`config.mk`:
```
export PLATFORM = sky130hd
export DESIGN_NAME = mem_port_arbiter
export DESIGN_NICKNAME = d
export VERILOG_FILES = /design/src/rtl/mem_port_arbiter.sv
export SDC_FILE = /design/constraint.sdc
export NUM_CORES = 1
export LEC_CHECK = 0
export ABC_AREA = 1
export BUFFER_PORTS_ARGS = -buffer_cell sky130_fd_sc_hd__buf_2
export CAP_MARGIN = 30
export CORE_MARGIN = 2
export CORE_UTILIZATION = 25
export CTS_BUF_LIST = sky130_fd_sc_hd__clkbuf_8
export DETAILED_ROUTE_END_ITERATION = 8
export PLACE_DENSITY_LB_ADDON = 0.1
export SLEW_MARGIN = 20
export SYNTH_ARGS = -nofsm -noshare
export SYNTH_HDL_FRONTEND = slang
export SYNTH_SLANG_ARGS = --single-unit
```
`constraint.sdc`:
```
create_clock -name clk -period 1.9 [get_ports clk]
set_input_delay 0.38 -clock clk [delete_from_list [all_inputs] [get_ports clk]]
set_output_delay 0.38 -clock clk [all_outputs]
set_load 0.05 [all_outputs]
```
`src/rtl/mem_port_arbiter.sv`:
```
// Purpose: shares one memory port between instruction fetch (IF) and data access (DM), DM first.
// Latency: request at t, ack at t+k -> mem_req over t+1..t+k, done at t+k+1; errors/zero-width done at t+1.
// Backpressure: requesters hold req until their done pulse; memory stalls via late mem_ack, bounded by the watchdog.
module mem_port_arbiter #(
  parameter int ADDR_W  = 64,
  parameter int DATA_W  = 64,
  parameter int TIMEOUT = 255,
  parameter int CNT_W   = 8
) (
  input  logic              clk,
  input  logic              rstn,
  input  logic              if_req,
  input  logic [ADDR_W-1:0] if_addr,
  output logic              if_done,
  output logic              if_err,
  output logic [31:0]       if_rdata,
  input  logic              dm_req,
  input  logic              dm_we,
  input  logic [2:0]        dm_width,
  input  logic [ADDR_W-1:0] dm_addr,
  input  logic [DATA_W-1:0] dm_wdata,
  output logic              dm_done,
  output logic              dm_err,
  output logic [DATA_W-1:0] dm_rdata,
  output logic              mem_req,
  output logic              mem_we,
  output logic [2:0]        mem_width,
  output logic [ADDR_W-1:0] mem_addr,
  output logic [DATA_W-1:0] mem_wdata,
  input  logic              mem_ack,
  input  logic [DATA_W-1:0] mem_rdata,
  output logic              busy
);

  localparam logic [1:0] S_IDLE    = 2'd0;
  localparam logic [1:0] S_IF_BUSY = 2'd1;
  localparam logic [1:0] S_DM_BUSY = 2'd2;
  localparam logic [1:0] S_RESP    = 2'd3;

  // Last watchdog count value before giving up; unused when TIMEOUT is 0.
  localparam logic [CNT_W-1:0] WD_LAST = (TIMEOUT == 0) ? '0 : CNT_W'(TIMEOUT - 1);

  logic [1:0]        state;
  logic              owner_dm;    // which requester the current access/response belongs to
  logic              resp_err;
  logic [DATA_W-1:0] resp_rdata;
  logic              lat_we;
  logic [2:0]        lat_width;
  logic [ADDR_W-1:0] lat_addr;
  logic [DATA_W-1:0] lat_wdata;
  logic [CNT_W-1:0]  wd_cnt;
  logic              dm_misal;
  logic              wd_expired;

  // Natural alignment of the data access, derived from the width code.
  always_comb begin
    dm_misal = 1'b0;
    case (dm_width)
      3'b001:        dm_misal = |dm_addr[2:0];
      3'b010, 3'b101: dm_misal = |dm_addr[1:0];
      3'b011, 3'b110: dm_misal = dm_addr[0];
      default:       dm_misal = 1'b0;
    endcase
  end

  assign wd_expired = (TIMEOUT != 0) && (wd_cnt == WD_LAST);

  // Arbitration FSM: grant in IDLE, hold the port while BUSY, one-cycle response.
  always_ff @(posedge clk or negedge rstn) begin
    if (!rstn) begin
      state      <= S_IDLE;
      owner_dm   <= 1'b0;
      resp_err   <= 1'b0;
      resp_rdata <= '0;
      lat_we     <= 1'b0;
      lat_width  <= 3'b000;
      lat_addr   <= '0;
      lat_wdata  <= '0;
      wd_cnt     <= '0;
    end else begin
      case (state)
        S_IDLE: begin
          wd_cnt     <= '0;
          resp_err   <= 1'b0;
          resp_rdata <= '0;
          if (dm_req) begin
            owner_dm <= 1'b1;
            if (dm_width == 3'b000) begin
              state <= S_RESP;
            end else if (dm_misal) begin
              resp_err <= 1'b1;
              state    <= S_RESP;
            end else begin
              lat_we    <= dm_we;
              lat_width <= dm_width;
              lat_addr  <= dm_addr;
              lat_wdata <= dm_wdata;
              state     <= S_DM_BUSY;
            end
          end else if (if_req) begin
            owner_dm <= 1'b0;
            if (|if_addr[1:0]) begin
              resp_err <= 1'b1;
              state    <= S_RESP;
            end else begin
              lat_we    <= 1'b0;
              lat_width <= 3'b010;
              lat_addr  <= if_addr;
              lat_wdata <= '0;
              state     <= S_IF_BUSY;
            end
          end
        end
        S_IF_BUSY, S_DM_BUSY: begin
          // Ack is checked first so it wins over a simultaneous timeout.
          if (mem_ack) begin
            resp_err <= 1'b0;
            if (lat_we)
              resp_rdata <= '0;
            else if (state == S_DM_BUSY)
              resp_rdata <= mem_rdata;
            else
              resp_rdata <= DATA_W'(mem_rdata[31:0]);
            wd_cnt <= '0;
            state  <= S_RESP;
          end else if (wd_expired) begin
            resp_err   <= 1'b1;
            resp_rdata <= '0;
            wd_cnt     <= '0;
            state      <= S_RESP;
          end else begin
            wd_cnt <= wd_cnt + 1'b1;
          end
        end
        S_RESP: begin
          state <= S_IDLE;
        end
        default: state <= S_IDLE;
      endcase
    end
  end

  assign busy      = (state != S_IDLE);
  assign mem_req   = (state == S_IF_BUSY) || (state == S_DM_BUSY);
  assign mem_we    = lat_we;
  assign mem_width = lat_width;
  assign mem_addr  = lat_addr;
  assign mem_wdata = lat_wdata;

  assign dm_done  = (state == S_RESP) && owner_dm;
  assign if_done  = (state == S_RESP) && !owner_dm;
  assign dm_err   = dm_done && resp_err;
  assign if_err   = if_done && resp_err;
  assign dm_rdata = dm_done ? resp_rdata : '0;
  assign if_rdata = if_done ? resp_rdata[31:0] : 32'h0;

endmodule
```
==> summary.txt <==
Worst setup path
  • Crit-path leading delay family: buffers and inverters
  • Slowest CP cell: dfrtp_1
  • WP data required: 1.52 ns
  • Buf/Inv on CP: 3
  • Cell mode on critical path: buf_12
  • Worst-path maximum fanout: 18
  • CP Capture Type: primary output
  • CP Launch Type: register
  • Setup CP Type: reg2out
  • CP peak stage delay: 0.42 ns
  • Worst path cell trace: ha_4 -> nand2_2 -> buf_12 -> buf_12 -> nor2_1 -> buf_4
  • CP arrival: 1.83 ns

Clock network
  • CTS Buf Count: 40
  • CTS tree: built
  • H-tree lvl count: 2
  • Clock Path Buffers: 3
  • Worst skew pair latency: 0.55 ns
  • Clk sinks: about 210
  • Root Driver: clkbuf_8
  • Worst-path clk slew: ~0.060 ns

STA
  • Slew @ Worst Pin: a little over 0.6 ns
  • Final min period: around 2.2 ns
  • Final count of hold timing violations: 0
  • Final worst slack: -0.312 ns
  • Period utilization: 1.16
  • Hold_ws: 0.0650 ns
  • RSZ-0062 raised after global routing: true
  • Final-report max-slew violation count: 0
  • Peak Freq: between 400 and 500 MHz
  • Setup violators final: 102
  • Slew HR: 0.595
  • Worst Skew: 0.0122 ns

Routing
  • DRC viols: 0
  • DRT antenna net count: 0
  • Wire per inst: 16.1 um
  • DRT iter0 DRCs: 468
  • Via density: 4.31
  • Total wire length: 38700 um
  • Via count: roughly 10k
  • DR pass1 iterations: 5

Placement
  • Port Buf Inserts: 498
  • HPWL after DPL: 28100 um
  • Routability cong.: 0.829

Synth
  • Synth Area in XOR/XNOR: 0.00177
  • Yosys top cell area share: 0.527
  • Post-synthesis adder-cell area fraction: 0.00760
  • Synthesis Warnings: 0
  • Synth Area in Simple Gates: 0.355
  • Synth area leader: dfrtp_1
  • Synth area leaders: dfrtp_1 (53%), nand2_1 (22%), nand3_1 (8.7%)
  • Syn Nets: about 1.6k
  • Seq/Total Area, Yosys: 0.527
  • Syn_area_per_cell: 7.38 um^2
  • Syn Inst Count: 1339
  • Mapped Area: 9880 um^2
  • Largest family of logic cells by synthesized area: simple AND/OR/NAND/NOR gates
  • Netlist cell types: 21
  • Mux share of post-synthesis cell area: 0
  • Compound-Gate Fraction of Synth Area: 0.0257
  • Yosys reg bits: 208

Layout
  • Nets: about 2.1k
  • Fillers: 4107
  • Share of post-route cells with drive strength above 1: 0.384
  • Leading cell types in the layout, fill and taps excluded: nand2_1 (577), buf_2 (395), dfrtp_1 (208)
  • Syn-to-layout area delta: 56.6%
  • Core Util, Final: 0.399
  • Most common cell after layout, fill and taps aside: nand2_1

Floorplanning
  • Rows: 72
  • Starting Density: 0.255
  • Die H: 203 um
  • IO Pins: 499
  • Chip width: 203 um
  • Die Area: 41100 um^2
  • Core area: 38800 um^2

Power and ir drop
  • Worst vdd rail ir drop: ~0.66 mV
  • Power per cell area: 1640 nW/um^2
  • Leak: roughly 8.6 nW
  • Tot Pwr: 0.0254 W

Flow run
  • MaxCap Viol Count: 0

Global routing
  • Pin count of the biggest net entering global routing: 68
  • Antenna violations before repair: 12
  • Overflow after GRT: 0
  • Vias in the first global route: 10.5k
  • First-pass GRT wire length: 59600 um
  • GR Util All Layers: 0.183

Run status
  • Status: finished with violations
  • Failing checks: setup timing

Hold path
  • HP Class: in2reg
[power breakdown]
| part | switching, W | leakage (nW) | internal [W] |
|---|---|---|---|
| clock network | 0.00197 | 0.460 | 0.00244 |
| logic | 0.0102 | 5.38 | 0.00391 |
| registers | 0.000875 | 2.71 | 0.00605 |
[sequential cells by signal, summed over array words and instances, names as in the netlist]
signal and cells:
mem_addr 64, mem_wdata 64, resp_rdata 64, wd_cnt 8, mem_width 3, state 2
mem_we 1, owner_dm 1, resp_err 1
[final cells by class]
class	instances	area, um^2	share of cell area
clock buffer	52	716	0.0462
inverter	116	443	0.0286
multi-input combinational	931	4430	0.286
tap	518	648	0.0419
clock inverter	19	82.6	0.00534
antenna	1	2.50	0.000162
timing repair buffer	559	3950	0.255
sequential	208	5200	0.336
[what timing repair did]
item                       CTS  global route
hold endpoints to repair    37             0
cloned                       2             2
setup buffers               10             1
hold buffers                 1             0
pin swaps                    5             0
gates resized for setup    256            52
setup endpoints to repair  102           142
[final timing paths]
| check | from | depth (start not counted) | slack, ns | to |
|---|---|---|---|---|
| worst max-delay path | state[0]$_DFFE_PN0P_ | 6 | -0.31 | dm_rdata[4] |
| worst min-delay path | dm_wdata[11] | 3 | 0.07 | mem_wdata[11]$_DFFE_PN0P_ |
| worst max register to register | state[1]$_DFFE_PN0P_ | 8 | 0.11 | resp_rdata[42]$_DFFE_PN0P_ |
| worst min register to register | mem_addr[58]$_DFFE_PN0P_ | 2 | 0.46 | mem_addr[58]$_DFFE_PN0P_ |
| max in group asynchronous | rstn | 3 | 0.90 | resp_rdata[19]$_DFFE_PN0P_ |
| min in group asynchronous | rstn | 2 | 0.36 | resp_rdata[10]$_DFFE_PN0P_ |
[cell usage after synthesis, drive strengths merged]
master	n
dfrtp	208
o21ai	38
clkbuf	34
or2	1
nand2	583
nor2	113
xor2	2
nor3	2
ha	6
a21boi	1
inv	116
a21oi	10
nand3	172
o22ai	1
buf	50
nand3b	2
[metal layers]
metal | global-route usage | up-vias | share of wire
met2 | 0.316 | 354 | 0.49
met5 | 0 | - | 0.0028
met4 | 0.0553 | 16 | 0.024
met3 | 0.0610 | 80 | 0.082
met1 | 0.216 | 4767 | 0.40
li1 | - | 5134 | -
[cell families after synthesis]
logic type | count (synthesis)
fa+ha+maj | 6
flops | 208
buf+inv | 200
simple gates | 873
compound gates | 50
xor+xnor | 2
[stage by stage]
stage / setup slack (ns) / TNS [ns] / instances / area [um^2]
floorplan: -0.178 / -10.28 / 1339 / 10200
global placement: 0.107 / 0 / 2316 / 13500
detailed placement: 0.0784 / 0 / 2316 / 13500
CTS: -0.360 / -31.52 / 2400 / 15200
global route: -0.414 / -37.47 / 2404 / 15500
finish: -0.312 / -27.24 / 2404 / 15500
[worst register-to-register path, delay by kind of cell, from the launching register on]
family | cells | cell delay, ns
AOI/OAI and AO/OA | 1 | 0.20
adders and majority gates | 1 | 0.28
buffers and inverters | 5 | 0.68
DFF | 1 | 0.41
and+or+nand+nor | 1 | 0.14
No activity file was read; power rests on OpenSTA's default activity.
